## config.mk

```make
export PLATFORM = sky130hd
export DESIGN_NAME = ysyx_25060170_wbu
export DESIGN_NICKNAME = d
export VERILOG_FILES = /design/src/rtl/ysyx_25060170_pkg.sv /design/src/rtl/ysyx_25060170_WBFIFO.sv /design/src/rtl/ysyx_25060170_wbu.sv
export SDC_FILE = /design/constraint.sdc
export NUM_CORES = 1
export LEC_CHECK = 0
export ABC_CLOCK_PERIOD_IN_PS = 2650
export BUFFER_PORTS_ARGS = -buffer_cell sky130_fd_sc_hd__buf_2
export CAP_MARGIN = 5
export CORE_UTILIZATION = 49
export CTS_CLUSTER_DIAMETER = 60
export DETAILED_ROUTE_END_ITERATION = 10
export GPL_ROUTABILITY_DRIVEN = 1
export PLACE_DENSITY = 0.77
export REMOVE_ABC_BUFFERS = 1
export SLEW_MARGIN = 10
export SYNTH_ARGS = -nofsm -noshare
export SYNTH_HDL_FRONTEND = slang
export SYNTH_SLANG_ARGS = --single-unit
```

## constraint.sdc

```tcl
create_clock -name clk -period 2.65 [get_ports clk]
set_input_delay 0 -clock clk [delete_from_list [all_inputs] [get_ports clk]]
set_output_delay 0 -clock clk [all_outputs]
set_load 0.01 [all_outputs]
```

## src/rtl/ysyx_25060170_pkg.sv

```systemverilog
// Shared write-back definitions for the NPC core.
// Register address width and the buffered entry layout.
package ysyx_25060170_pkg;

    localparam int XLEN       = 32;
    localparam int REG_ADDR_W = 5;

    typedef struct packed {
        logic [REG_ADDR_W-1:0] rd;
        logic [XLEN-1:0]       data;
    } wb_entry_t;

endpackage

```

## src/rtl/ysyx_25060170_WBFIFO.sv

```systemverilog
// EXU result buffer in front of the GPR write port.
// Invalid slots report rd=0 so they never match a query.
module ysyx_25060170_WBFIFO
    import ysyx_25060170_pkg::*;
#(
    parameter int XLEN  = ysyx_25060170_pkg::XLEN,
    parameter int DEPTH = 2
) (
    input  logic                        clk,
    input  logic                        rst,
    input  logic                        push,
    input  logic [REG_ADDR_W-1:0]       push_rd,
    input  logic [XLEN-1:0]             push_data,
    input  logic                        pop,
    output logic                        full,
    output logic                        empty,
    output logic [REG_ADDR_W-1:0]       head_rd,
    output logic [XLEN-1:0]             head_data,
    output logic [DEPTH*REG_ADDR_W-1:0] valid_rds
);

    localparam int PW = $clog2(DEPTH);

    logic [REG_ADDR_W-1:0] rd_mem   [DEPTH];
    logic [XLEN-1:0]       data_mem [DEPTH];
    logic [PW-1:0]         wptr;
    logic [PW-1:0]         rptr;
    logic [PW:0]           count;
    logic [PW-1:0]         off;

    assign full      = (count == (PW+1)'(DEPTH));
    assign empty     = (count == '0);
    assign head_rd   = rd_mem[rptr];
    assign head_data = data_mem[rptr];

    // Entry storage; contents are qualified by count, so no reset needed.
    always_ff @(posedge clk) begin
        if (push) begin
            rd_mem[wptr]   <= push_rd;
            data_mem[wptr] <= push_data;
        end
    end

    // Pointers and occupancy; reset drops every buffered entry.
    always_ff @(posedge clk or negedge rst) begin
        if (!rst) begin
            wptr  <= '0;
            rptr  <= '0;
            count <= '0;
        end else begin
            if (push) wptr <= wptr + 1'b1;
            if (pop)  rptr <= rptr + 1'b1;
            case ({push, pop})
                2'b10:   count <= count + 1'b1;
                2'b01:   count <= count - 1'b1;
                default: count <= count;
            endcase
        end
    end

    // Expose rd of every occupied slot for the pending-write scoreboard.
    always_comb begin
        valid_rds = '0;
        off       = '0;
        for (int i = 0; i < DEPTH; i++) begin
            off = PW'(i) - rptr;
            if ({1'b0, off} < count)
                valid_rds[i*REG_ADDR_W +: REG_ADDR_W] = rd_mem[i];
        end
    end

endmodule

```

## src/rtl/ysyx_25060170_wbu.sv

```systemverilog
// Write-back unit: arbitrates LSU and buffered EXU results onto
// the single GPR write port and answers pending-write queries.
module ysyx_25060170_wbu
    import ysyx_25060170_pkg::*;
#(
    parameter int XLEN  = ysyx_25060170_pkg::XLEN,
    parameter int DEPTH = 2
) (
    input  logic                  clk,
    input  logic                  rst,
    input  logic                  exu_valid,
    output logic                  exu_ready,
    input  logic [REG_ADDR_W-1:0] exu_rd,
    input  logic [XLEN-1:0]       exu_data,
    input  logic                  lsu_valid,
    output logic                  lsu_ready,
    input  logic [REG_ADDR_W-1:0] lsu_rd,
    input  logic [XLEN-1:0]       lsu_data,
    output logic                  GPR_we,
    output logic [REG_ADDR_W-1:0] GPR_writer,
    output logic [XLEN-1:0]       GPR_wd,
    output logic                  wb_valid,
    output logic [31:0]           retire_cnt,
    input  logic [REG_ADDR_W-1:0] chk_rs,
    output logic                  chk_busy
);

    logic                        full;
    logic                        empty;
    logic                        push;
    logic                        pop;
    logic                        load;
    logic                        lsu_fire;
    logic                        exu_fire;
    logic [REG_ADDR_W-1:0]       head_rd;
    logic [XLEN-1:0]             head_data;
    logic [REG_ADDR_W-1:0]       sel_rd;
    logic [XLEN-1:0]             sel_data;
    logic [DEPTH*REG_ADDR_W-1:0] valid_rds;

    // A full buffer blocks LSU too, guaranteeing the head drains.
    assign lsu_ready = !full;
    assign exu_ready = !full;
    assign lsu_fire  = lsu_valid && !full;
    assign exu_fire  = exu_valid && !full;

    ysyx_25060170_WBFIFO #(
        .XLEN  (XLEN),
        .DEPTH (DEPTH)
    ) u_fifo (
        .clk       (clk),
        .rst       (rst),
        .push      (push),
        .push_rd   (exu_rd),
        .push_data (exu_data),
        .pop       (pop),
        .full      (full),
        .empty     (empty),
        .head_rd   (head_rd),
        .head_data (head_data),
        .valid_rds (valid_rds)
    );

    // Source priority: LSU, then buffer head, then EXU bypass.
    always_comb begin
        load     = 1'b0;
        pop      = 1'b0;
        push     = 1'b0;
        sel_rd   = head_rd;
        sel_data = head_data;
        if (lsu_fire) begin
            load     = 1'b1;
            push     = exu_fire;
            sel_rd   = lsu_rd;
            sel_data = lsu_data;
        end else if (!empty) begin
            load = 1'b1;
            pop  = 1'b1;
            push = exu_fire;
        end else if (exu_fire) begin
            load     = 1'b1;
            sel_rd   = exu_rd;
            sel_data = exu_data;
        end
    end

    // Output register and retire counter; x0 writes retire without we.
    always_ff @(posedge clk or negedge rst) begin
        if (!rst) begin
            GPR_we     <= 1'b0;
            GPR_writer <= '0;
            GPR_wd     <= '0;
            wb_valid   <= 1'b0;
            retire_cnt <= '0;
        end else begin
            wb_valid <= load;
            GPR_we   <= load && (sel_rd != '0);
            if (load) begin
                GPR_writer <= sel_rd;
                GPR_wd     <= sel_data;
                retire_cnt <= retire_cnt + 32'd1;
            end
        end
    end

    // Pending write: any buffered entry or the write in the register.
    always_comb begin
        chk_busy = 1'b0;
        for (int i = 0; i < DEPTH; i++)
            if (valid_rds[i*REG_ADDR_W +: REG_ADDR_W] == chk_rs)
                chk_busy = 1'b1;
        if (GPR_we && (GPR_writer == chk_rs))
            chk_busy = 1'b1;
        if (chk_rs == '0)
            chk_busy = 1'b0;
    end

endmodule

```

==> key figures <==
Timing
  • Final setup viols: 0
  • Setup Total Neg Slack: 0 ps
  • Slew Limit Headroom: 0.223
  • Post-Route Skew: 12.7 ps
  • Highest clock rate: 426 MHz
  • Max-slew violation total from the final report: 0
  • Worst-Margin Slew: 1160 ps
  • Unrepaired setup endpoints after global routing: false
  • Minimum clock period after layout: 2350 ps
  • Final Hold Vio Count: 0
  • Period Utilization, post-route: 0.886

Final layout
  • Layout cells sized above 1: 0.242
  • Fillers: 990
  • Net count of the finished layout: 905
  • Ant diodes: 0
  • Area growth from synthesis to layout: 34.4%

Critical path
  • Flop2flop setup slack: 350 ps
  • Critical-path cell with the highest stage delay: sky130_fd_sc_hd__dfrtp_2
  • Data arrival time at the worst-slack endpoint: 2350 ps
  • Reg-to-reg endpoint: u_fifo.count[1]
  • Biggest cell delay along the critical path: 870 ps
  • Data required, critical path: 2650 ps
  • Maximum net fanout on the critical path: 25
  • Critical Path, Cell by Cell: nor2b_1 > o22a_1 > o32ai_1 > nand4_1 > nand3_1 > buf_2
  • R2R depth: 6
  • Worst setup EP type: output port
  • Type of the setup path with the least slack: reg2out
  • Nature of the critical path startpoint: register
  • Startpoint of the worst-slack reg-to-reg timing path: u_fifo.count[1]
  • Critical path startpoint: u_fifo.rptr

Synth
  • Unique cell type count in the Yosys netlist: 40
  • Count of yosys warnings during synthesis: 0
  • Xor and xnor area share after synthesis: 0.0617
  • Sequential area share after synthesis: 0.615
  • Area share of fa/ha/maj cells after synthesis: 0.00375
  • Compound-gate portion of the synthesized area: 0.0840
  • Count of state elements after synthesis: 149
  • Cell count after synthesis: 595
  • Portion of netlist area occupied by mux cells: 0.0570
  • Simple logic cell fraction of the synthesized area: 0.154
  • Dominant combinational cell family by area after synthesis: simple AND/OR/NAND/NOR gates
  • Cell area after synthesis: 6670 sq um
  • Average cell area after synthesis: 11.2 sq um

Clock network
  • Number of buffers on the longest clock path: 2
  • Hold-fix buffers, CTS: 75
  • Clock buffer count from CTS: 17
  • Clock-pin transition on the worst setup and hold timing paths: 50 ps
  • Post-cts gate resize count: 0
  • H-tree depth: 4
  • Post-CTS Repair Setup Buffers: 0
  • CTS sink cnt: 149
  • Buffer type at the clock tree root: sky130_fd_sc_hd__clkbuf_16
  • Clock tree from TritonCTS: done
  • Worst-Skew Late Latency: 420 ps

Placed design
  • Weighted congestion reported at the end of routability-driven placement: 0.874
  • PortBufs: 156
  • Hpwl dp: 10000 um

Pwr
  • Leakage Power: 3.92 nW
  • Switching part of the total: 0.341
  • Clock Power Share: 0.270
  • Switching power summed over all nets: 2.96 mW
  • Power density over the cells: 970 nW/um^2
  • Final Total Pwr: 8.69 mW
  • Worst vdd ir: 0.000732 V
  • Combinational group share of total power: 0.311
  • Total internal power: 5.73 mW
  • Share of power burned in registers: 0.419

Run
  • Maxcap violations: 0

Global route
  • Total track usage: 0.248
  • Largest net degree at the start of global routing: 76
  • Global routing usage on met2: 0.420
  • Global-route met1 utilization: 0.300
  • Busiest metal layer after global routing: met2
  • Via count of the first global-routing pass: 5,583
  • Global Route met3 Usage: 0.0550
  • Wire length of the first global-routing pass: 27,000 um
  • Global route total overflow: 0
  • Initial antenna violation count: 0

Route
  • Iteration-0 DRC Markers: 457
  • DRC errors left: 0
  • Drt via density: 5.37
  • Count of antenna-violating nets left after detailed routing: 0
  • Initial DRT Pass Iterations: 5
  • Final WL: 16,500 um
  • Routed wire length per instance: 16.4 um
  • Via Count: 5,418

Floorplan
  • Top-level port count: 157
  • Floorplan die width: 119 um
  • Die Outline Area: 14,100 sq um
  • Count of standard-cell rows: 42
  • Effective utilization at floorplan: 0.504
  • CORE AREA: 13,200 sq um
  • Vert. Die Dim: 119 um

Worst hold path
  • Hold Path Depth: 3
  • Worst hold-check path type: in2reg
  • End of the worst hold path: u_fifo.rptr
  • Worst min-delay path startpoint: lsu_valid

Status
  • Status: finished clean
-- through the flow --
step	worst slack (ps)	utilization	area (sq um)	instances	hold WS, ps
2_1_floorplan	-1890	-	6530	562	-296
3_3_place_gp	543	0.576	7620	902	202
3_5_place_dp	405	0.576	7620	902	205
4_1_cts	310	0.677	8960	1009	46.6
5_1_grt	167	0.677	8960	1009	102
6_report	302	0.677	8960	1009	70.5
-- sequential cells by signal (all words and copies together), names as in the netlist, 2 cells and up --
register	flops
GPR_writer	5
GPR_wd	32
u_fifo.data_mem	64
u_fifo.rd_mem	10
u_fifo.count	2
retire_cnt	32
-- metal layers --
metal  wire length (um)  vias up  share of wire
met3                991       46          0.060
met4                476        0          0.029
met1               6680     2576           0.40
li1                   -     2563              -
met2               8360      233           0.51
met5                  0        -              0
-- synth_stat cells --
library cell | count | area, sq um
sky130_fd_sc_hd__buf_2 | 12 | 60.1
sky130_fd_sc_hd__and2_1 | 3 | 18.8
sky130_fd_sc_hd__nand2_1 | 118 | 443
sky130_fd_sc_hd__and4b_1 | 1 | 10.0
sky130_fd_sc_hd__and4_1 | 2 | 17.5
sky130_fd_sc_hd__a221oi_1 | 2 | 17.5
sky130_fd_sc_hd__inv_2 | 1 | 3.75
sky130_fd_sc_hd__a21oi_1 | 8 | 40.0
sky130_fd_sc_hd__nor4_1 | 1 | 6.26
sky130_fd_sc_hd__nor4_2 | 1 | 12.5
sky130_fd_sc_hd__o22a_1 | 2 | 17.5
sky130_fd_sc_hd__xor2_1 | 15 | 131
sky130_fd_sc_hd__nor2_1 | 55 | 206
sky130_fd_sc_hd__edfxtp_1 | 74 | 2220
sky130_fd_sc_hd__nor3b_1 | 1 | 7.51
sky130_fd_sc_hd__mux2i_1 | 38 | 380
sky130_fd_sc_hd__and3_1 | 6 | 37.5
sky130_fd_sc_hd__nand4_1 | 9 | 56.3
sky130_fd_sc_hd__nor4_4 | 1 | 21.3
sky130_fd_sc_hd__o21ai_0 | 40 | 200
sky130_fd_sc_hd__inv_1 | 5 | 18.8
sky130_fd_sc_hd__nor4bb_1 | 4 | 40.0
sky130_fd_sc_hd__nor2b_1 | 3 | 18.8
sky130_fd_sc_hd__xnor2_1 | 32 | 280
sky130_fd_sc_hd__ha_1 | 2 | 25.0
sky130_fd_sc_hd__or3_1 | 1 | 6.26
sky130_fd_sc_hd__o32ai_1 | 3 | 26.3
sky130_fd_sc_hd__dfrtp_1 | 75 | 1880
sky130_fd_sc_hd__nor4b_1 | 2 | 17.5
sky130_fd_sc_hd__buf_1 | 1 | 3.75
sky130_fd_sc_hd__nand2b_1 | 1 | 6.26
sky130_fd_sc_hd__nor3_1 | 2 | 10.0
sky130_fd_sc_hd__nor4b_4 | 1 | 23.8
sky130_fd_sc_hd__clkbuf_1 | 19 | 71.3
sky130_fd_sc_hd__o41a_2 | 1 | 12.5
sky130_fd_sc_hd__buf_4 | 1 | 7.51
sky130_fd_sc_hd__a31oi_1 | 37 | 231
sky130_fd_sc_hd__or3b_1 | 1 | 8.76
sky130_fd_sc_hd__a211oi_1 | 2 | 15.0
sky130_fd_sc_hd__nand3_1 | 12 | 60.1
-- layout by cell type (no fill, tap or decap), drive strengths merged, types with 26 or more instances in the layout --
master,count
o21ai,40
a31oi,37
edfxtp,74
nor2,55
nand2,118
xnor2,32
clkbuf,26
dlygate4sd3,75
buf,164
dfrtp,75
mux2i,38
-- critical path, delay by kind of cell (launching register included) --
kind | cells | cell delay (ps)
compound gates | 2 | 460
buf+inv | 1 | 140
flops | 1 | 870
simple gates | 3 | 460
-- worst max-delay path by stage --
stage	to	slack, ps
final	chk_busy	300
after global routing	chk_busy	170
after CTS	chk_busy	310
after detailed placement	u_fifo.count[1]	400
after global placement	u_fifo.count[1]	540
after floorplan	GPR_writer[4]	-1890
-- cell type report --
cell class / instances / area, sq um / share of cell area
Timing Repair Buffer: 239 / 1610 / 0.179
Sequential cell: 149 / 4100 / 0.457
Tap cell: 176 / 220 / 0.0246
Inverter: 6 / 22.5 / 0.00251
Multi-Input combinational cell: 407 / 2430 / 0.271
Clock inverter: 6 / 36.3 / 0.00405
Clock buffer: 26 / 553 / 0.0617
-- cells by family (layout without fill, tap and decap cells) --
family | Yosys count | in the layout
fa+ha+maj | 2 | 2
xor+xnor | 47 | 47
buf+inv | 39 | 277
compound gates | 95 | 95
mux | 38 | 38
simple gates | 225 | 225
flops | 149 | 149
-- power groups by stage --
stage	clock, mW	sequential, mW	combinational (mW)
finish	2.35	3.64	2.70
global route	2.48	3.71	2.97
CTS	2.37	3.62	2.69
detailed placement	0	3.66	2.59
global placement	0	3.62	2.50
floorplan	0	3.78	1.44
(Power assumes the default switching activity.)
